==> config.mk <==
export PLATFORM = sky130hd
export DESIGN_NAME = z80_spislave
export DESIGN_NICKNAME = d
export VERILOG_FILES = /design/src/rtl/z80_spislave_pkg.sv /design/src/rtl/z80_sync.sv /design/src/rtl/z80_spislave.sv
export SDC_FILE = /design/constraint.sdc
export NUM_CORES = 1
export LEC_CHECK = 0
export ABC_AREA = 1
export CAP_MARGIN = 15
export CORE_UTILIZATION = 30
export DETAILED_ROUTE_END_ITERATION = 8
export SYNTH_ARGS = -nofsm -noshare
export SYNTH_HDL_FRONTEND = slang
export SYNTH_SLANG_ARGS = --single-unit
==> constraint.sdc <==
create_clock -name i_clk -period 2.1 [get_ports i_clk]
set_input_delay 0.42 -clock i_clk [delete_from_list [all_inputs] [get_ports i_clk]]
set_output_delay 0.42 -clock i_clk [all_outputs]
set_load 0.005 [all_outputs]
==> src/rtl/z80_spislave_pkg.sv <==
// ============================================================================
// z80_spislave_pkg : shared state encoding and SPI mode-0 constants
// Rev 1.0
// ============================================================================
`default_nettype none

package z80_spislave_pkg;

    typedef enum logic [1:0] {
        ST_IDLE  = 2'd0,
        ST_LOAD  = 2'd1,
        ST_SHIFT = 2'd2
    } state_t;

    localparam logic       SPI_CPOL          = 1'b0;
    localparam logic       SPI_CPHA          = 1'b0;
    localparam logic [7:0] DEFAULT_IDLE_BYTE = 8'hFF;

endpackage

`default_nettype wire

==> src/rtl/z80_sync.sv <==
// ============================================================================
// z80_sync : single-bit multi-flop synchronizer, async active-low reset
// Rev 1.0
// ============================================================================
`default_nettype none

module z80_sync #(
    parameter int   STAGES    = 2,
    parameter logic RESET_VAL = 1'b0
) (
    input  logic i_clk,
    input  logic i_reset_n,
    input  logic i_d,
    output logic o_q
);

    logic [STAGES-1:0] chain;

    always_ff @(posedge i_clk or negedge i_reset_n) begin
        if (!i_reset_n) begin
            chain <= {STAGES{RESET_VAL}};
        end else begin
            chain <= {chain[STAGES-2:0], i_d};
        end
    end

    assign o_q = chain[STAGES-1];

endmodule

`default_nettype wire

==> src/rtl/z80_spislave.sv <==
// ============================================================================
// z80_spislave : SPI mode-0 slave, oversampled on i_clk, with tx holding and
//                rx registers exposed through valid/ready handshakes
// Rev 1.0
// ============================================================================
`default_nettype none

module z80_spislave
    import z80_spislave_pkg::*;
#(
    parameter int         SYNC_STAGES = 2,
    parameter logic [7:0] IDLE_BYTE   = DEFAULT_IDLE_BYTE
) (
    input  logic       i_clk,
    input  logic       i_reset_n,
    input  logic       i_sck,
    input  logic       i_ss_n,
    input  logic       i_mosi,
    output logic       o_miso,
    output logic       o_miso_en,
    input  logic [7:0] i_tx_data,
    input  logic       i_tx_valid,
    output logic       o_tx_ready,
    output logic [7:0] o_rx_data,
    output logic       o_rx_valid,
    input  logic       i_rx_ack,
    output logic       o_busy,
    output logic       o_overrun,
    output logic       o_underrun,
    input  logic       i_clr_status
);

    logic sck_s, ss_s, mosi_s;
    logic sck_d, ss_d;
    logic sck_rise, sck_fall, ss_fall, ss_rise;

    z80_sync #(.STAGES(SYNC_STAGES), .RESET_VAL(1'b0)) u_sync_sck (
        .i_clk(i_clk), .i_reset_n(i_reset_n), .i_d(i_sck), .o_q(sck_s)
    );
    z80_sync #(.STAGES(SYNC_STAGES), .RESET_VAL(1'b1)) u_sync_ss (
        .i_clk(i_clk), .i_reset_n(i_reset_n), .i_d(i_ss_n), .o_q(ss_s)
    );
    z80_sync #(.STAGES(SYNC_STAGES), .RESET_VAL(1'b0)) u_sync_mosi (
        .i_clk(i_clk), .i_reset_n(i_reset_n), .i_d(i_mosi), .o_q(mosi_s)
    );

    always_ff @(posedge i_clk or negedge i_reset_n) begin
        if (!i_reset_n) begin
            sck_d <= 1'b0;
            ss_d  <= 1'b1;
        end else begin
            sck_d <= sck_s;
            ss_d  <= ss_s;
        end
    end

    assign sck_rise = sck_s & ~sck_d;
    assign sck_fall = ~sck_s & sck_d;
    assign ss_fall  = ~ss_s & ss_d;
    assign ss_rise  = ss_s & ~ss_d;

    state_t state, state_next;

    always_ff @(posedge i_clk or negedge i_reset_n) begin
        if (!i_reset_n) begin
            state <= ST_IDLE;
        end else begin
            state <= state_next;
        end
    end

    always_comb begin
        state_next = state;
        case (state)
            ST_IDLE:  if (ss_fall) state_next = ST_LOAD;
            ST_LOAD:  state_next = ST_SHIFT;
            ST_SHIFT: state_next = ST_SHIFT;
            default:  state_next = ST_IDLE;
        endcase
        if (ss_rise) state_next = ST_IDLE;
    end

    logic [7:0] hold_data;
    logic       hold_full;
    logic [6:0] tx_shift;
    logic [7:0] rx_shift;
    logic [2:0] bit_cnt;
    logic       rx_done;
    logic       load_now, shift_out, sample, tx_write, rx_drop;
    logic [7:0] load_byte;

    // A fall with the counter wrapped to zero closes a byte: reload in place.
    assign load_now  = ~ss_rise & ((state == ST_LOAD) |
                       ((state == ST_SHIFT) & sck_fall & (bit_cnt == 3'd0)));
    assign shift_out = ~ss_rise & (state == ST_SHIFT) & sck_fall & (bit_cnt != 3'd0);
    assign sample    = ~ss_rise & (state == ST_SHIFT) & sck_rise;
    assign tx_write  = i_tx_valid & ~hold_full;
    assign load_byte = hold_full ? hold_data : IDLE_BYTE;
    assign rx_drop   = rx_done & o_rx_valid & ~i_rx_ack;

    always_ff @(posedge i_clk or negedge i_reset_n) begin
        if (!i_reset_n) begin
            hold_data <= 8'h00;
            hold_full <= 1'b0;
        end else begin
            if (tx_write) hold_data <= i_tx_data;
            hold_full <= (hold_full & ~load_now) | tx_write;
        end
    end

    always_ff @(posedge i_clk or negedge i_reset_n) begin
        if (!i_reset_n) begin
            tx_shift  <= 7'h00;
            o_miso    <= 1'b1;
            o_miso_en <= 1'b0;
            bit_cnt   <= 3'd0;
            rx_shift  <= 8'h00;
            rx_done   <= 1'b0;
        end else begin
            if (load_now) begin
                tx_shift <= load_byte[6:0];
                o_miso   <= load_byte[7];
            end else if (shift_out) begin
                tx_shift <= {tx_shift[5:0], 1'b0};
                o_miso   <= tx_shift[6];
            end

            if (ss_rise)       o_miso_en <= 1'b0;
            else if (load_now) o_miso_en <= 1'b1;

            if (ss_rise || load_now) bit_cnt <= 3'd0;
            else if (sample)         bit_cnt <= bit_cnt + 3'd1;

            if (sample) rx_shift <= {rx_shift[6:0], mosi_s};
            rx_done <= sample & (bit_cnt == 3'd7);
        end
    end

    // Commit is one cycle after the 8th sample so rx_shift is settled.
    always_ff @(posedge i_clk or negedge i_reset_n) begin
        if (!i_reset_n) begin
            o_rx_data  <= 8'h00;
            o_rx_valid <= 1'b0;
        end else if (rx_done && !rx_drop) begin
            o_rx_data  <= rx_shift;
            o_rx_valid <= 1'b1;
        end else if (i_rx_ack) begin
            o_rx_valid <= 1'b0;
        end
    end

    always_ff @(posedge i_clk or negedge i_reset_n) begin
        if (!i_reset_n) begin
            o_overrun  <= 1'b0;
            o_underrun <= 1'b0;
        end else begin
            o_overrun  <= rx_drop | (o_overrun & ~i_clr_status);
            o_underrun <= (load_now & ~hold_full) | (o_underrun & ~i_clr_status);
        end
    end

    assign o_tx_ready = ~hold_full;
    assign o_busy     = (state == ST_SHIFT) & (bit_cnt != 3'd0);

endmodule

`default_nettype wire
==> run_results.csv <==
group,metric,value,unit
status,run_status,"finished clean",
yosys,synth_top_area_share,53.9,%
yosys,ys_ff_latch,51,
yosys,synth_edf_count,0,
clock_network,root_buffer,"clkbuf_8",
routing,drc,0,
worst_hold_path,hold_path.class,"in2async",
sta,worstMarginPinSlew,0.641,ns
die,start_util,31.6,%
run,maxCapViolCount,0,
worst_setup_path,crit_fanout,10,
die,rows,30,
sta,period_minus_slack,1.83,ns
routing,wl,3720,um
routing,drtIter0Drc,61,
power_and_ir_drop,power_density,1040,nW/um^2
sta,relSlewSlack,57.2,%
sta,rsz0062_at_grt,"false",
die,die_y,87.3,um
worst_setup_path,r2r_start,"bit_cnt[0]$_DFFE_PN0P_",
worst_setup_path,r2r_slack,0.38,ns
worst_setup_path,timing.critical_path.max_delay_family,"buffers and inverters",
sta,skew,0.0104,ns
sta,setup_violations,0,
yosys,synthCells,217,
power_and_ir_drop,p_leak,1.25,nW
routing,avgViaCountPerCell,4.23,
sta,fmax,0.546,GHz
routing,wire_per_inst,10.6,um
cells_and_area,antenna_cells,0,
worst_setup_path,crit_required,1.68,ns
cells_and_area,syn_to_final_growth,25.2,%
yosys,synth_top_cell_by_area,"dfrtp_1",
yosys,syn-cell-area,2180,um^2
worst_setup_path,r2r.worst_path.cells,7,
yosys,yosysWarningCount,0,
clock_network,cts_sinks,51,
yosys,avgSynthCellArea,10.1,um^2
worst_setup_path,crit_buf_inv,2,
yosys,ys_async_sr_fraction,100,%
placed_design,place_inst,343,
grt,antenna_found_initial,0,
worst_setup_path,crit_path_cell_trace,"inv_2 > clkdlybuf4s50_1",
clock_network,clk_pin_slew,0.10,ns
yosys,syn-num-nets,241,
sta,tns,0,ns
routing,drt-pass1-iter-count,4,
clock_network,clockBufferDepth,2,
yosys,synth_ff_type,"dfrtp_1",
clock_network,clkLatencyLatePin,0.31,ns
cells_and_area,final_core_util,39.5,%
placed_design,dp_hpwl,2500,um
grt,track_usage,11.1,%
worst_setup_path,crit_path_top_delay_cell,"clkdlybuf4s50_1",
clock_network,htree_levels,2,
worst_setup_path,critPathMaxStageDelay,0.53,ns
placed_design,port_buffers,30,
worst_setup_path,critPathCaptureType,"output port",
sta,hold_viol_final,0,
placed_design,gp_congestion,0.726,
cells_and_area,stdcell_count,352,
die,dieArea,7620,um^2
yosys,synth_common_cells,"47 x dfrtp_1, 47 x nand2_1, 26 x nand3_1",
clock_network,cts_tree,"yes",
yosys,synth_top_cells_by_area,"dfrtp_1 54%, nand2_1 8.1%, nand3_1 6.0%, dfstp_2 4.8%, mux2_2 4.6%",
die,dieWidth,87.3,um
cells_and_area,drive_above_1_share,18.0,%
yosys,synth-seq-area-share,58.7,%
worst_setup_path,cp.arrival,1.41,ns
worst_setup_path,critical_path_class,"reg2out",
sta,finalCritPeriodShare,87.2,%
clock_network,cts_buffers,5,
routing,ant_nets,0,
cells_and_area,fill_cells,715,
cells_and_area,layout.nets,279,
worst_setup_path,cp-start-kind,"flop",
grt,grt_overflow,0,
die,io_pins,31,
grt,grt_pass1_vias,1470,
yosys,ys_types,24,
worst_setup_path,r2r_end,"tx_shift[1]$_DFFE_PN0P_",
die,core-area,6910,um^2
routing,vias,1489,
power_and_ir_drop,vdd_ir_drop_max,0.416,mV
grt,grt_max_degree,52,
sta,final_max_slew_viol_count,0,
grt,grt_pass1_wl,6490,um
## worst register-to-register path, cell delays in order (launching register included)
cell      delay [ns]
dfrtp_1         0.42
inv_1           0.07
ha_2            0.21
nand2_4         0.11
o21bai_4        0.31
nand2_2         0.28
nand3_1         0.16
nand2_1         0.06
## what timing repair did
item                                   in CTS  in global routing
pin swaps                                   0                  0
cloned                                      0                  0
setup endpoints to repair                   1                  1
endpoints found under the hold margin       0                  0
gates resized for setup                     4                  3
buffers inserted                            1                  0
hold buffers                                0                  0
## sequential cells by signal, summed over array words and instances (netlist names), 2 cells and up
signal             count
hold_data              8
o_rx_data              8
rx_shift               8
tx_shift               7
bit_cnt                3
state                  2
u_sync_mosi.chain      2
u_sync_sck.chain       2
u_sync_ss.chain        2
## per-stage QoR
stage | worst slack, ns | hold slack, ns | total power [W] | instance area [um^2]
finish | 0.268 | 0.204 | 0.00285 | 2730
global route | 0.177 | 0.279 | 0.00307 | 2730
CTS | 0.00413 | 0.239 | 0.00288 | 2720
detailed placement | 0.196 | 0.344 | 0.00225 | 2600
global placement | 0.232 | 0.335 | 0.00222 | 2600
floorplan | 0.597 | 0.124 | 0.00200 | 2180
## how the worst max path moves through the flow
stage,start,end,slack (ns),cells after the start
after floorplan,ss_d$_DFF_PN1_,tx_shift[1]$_DFFE_PN0P_,0.60,8
after global placement,state[0]$_DFFE_PN0P_,o_busy,0.23,4
after detailed placement,state[0]$_DFFE_PN0P_,o_busy,0.20,4
after CTS,bit_cnt[0]$_DFFE_PN0P_,o_busy,0.004,4
after global routing,hold_full$_DFF_PN0_,o_tx_ready,0.18,2
final,hold_full$_DFF_PN0_,o_tx_ready,0.27,2
## kinds of logic (layout without fill, tap and decap cells)
family,Yosys count,count (layout),share of synthesized area [%]
flops,51,51,58.7
simple gates,91,91,18.4
mux,9,9,4.64
compound gates,25,25,7.00
buf+inv,32,71,6.25
fa+ha+maj,8,8,4.59
xor+xnor,1,1,0.401
## report_power, final
group | total, W | internal (W) | switching, W | leakage, nW
Clock | 0.000595 | 0.000269 | 0.000326 | 0.0474
Combinational | 0.000867 | 0.000411 | 0.000456 | 0.563
Sequential | 0.00139 | 0.00125 | 0.000137 | 0.640
Total | 0.00285 | 0.00193 | 0.000919 | 1.25
## per-layer routing
layer	wire, um	GRT usage (%)	vias up
met2	1790	18.7	27
met4	70	5.37	0
li1	-	-	765
met3	108	2.56	5
met5	0	0	-
met1	1750	13.4	692
## final cells by class
class                      instances  area [um^2]  area share, %
timing repair buffer              37          350           12.8
multi-input combinational        134          783           28.7
clock inverter                     2         16.3          0.596
tap                               96          120           4.40
sequential                        51         1280           46.9
inverter                          26         97.6           3.57
clock buffer                       6         82.6           3.02
## cells in the final DEF (no fill, tap or decap), drive strengths merged, types with 2 or more instances in the layout
cell / n
buf: 8
o21ai: 19
o22ai: 2
nand3: 26
clkdlybuf4s50: 28
dfstp: 4
inv: 26
nor2: 14
nand2: 50
clkbuf: 6
mux2: 9
dfrtp: 47
ha: 8
Note: power is estimated with default switching activity, not from simulation.
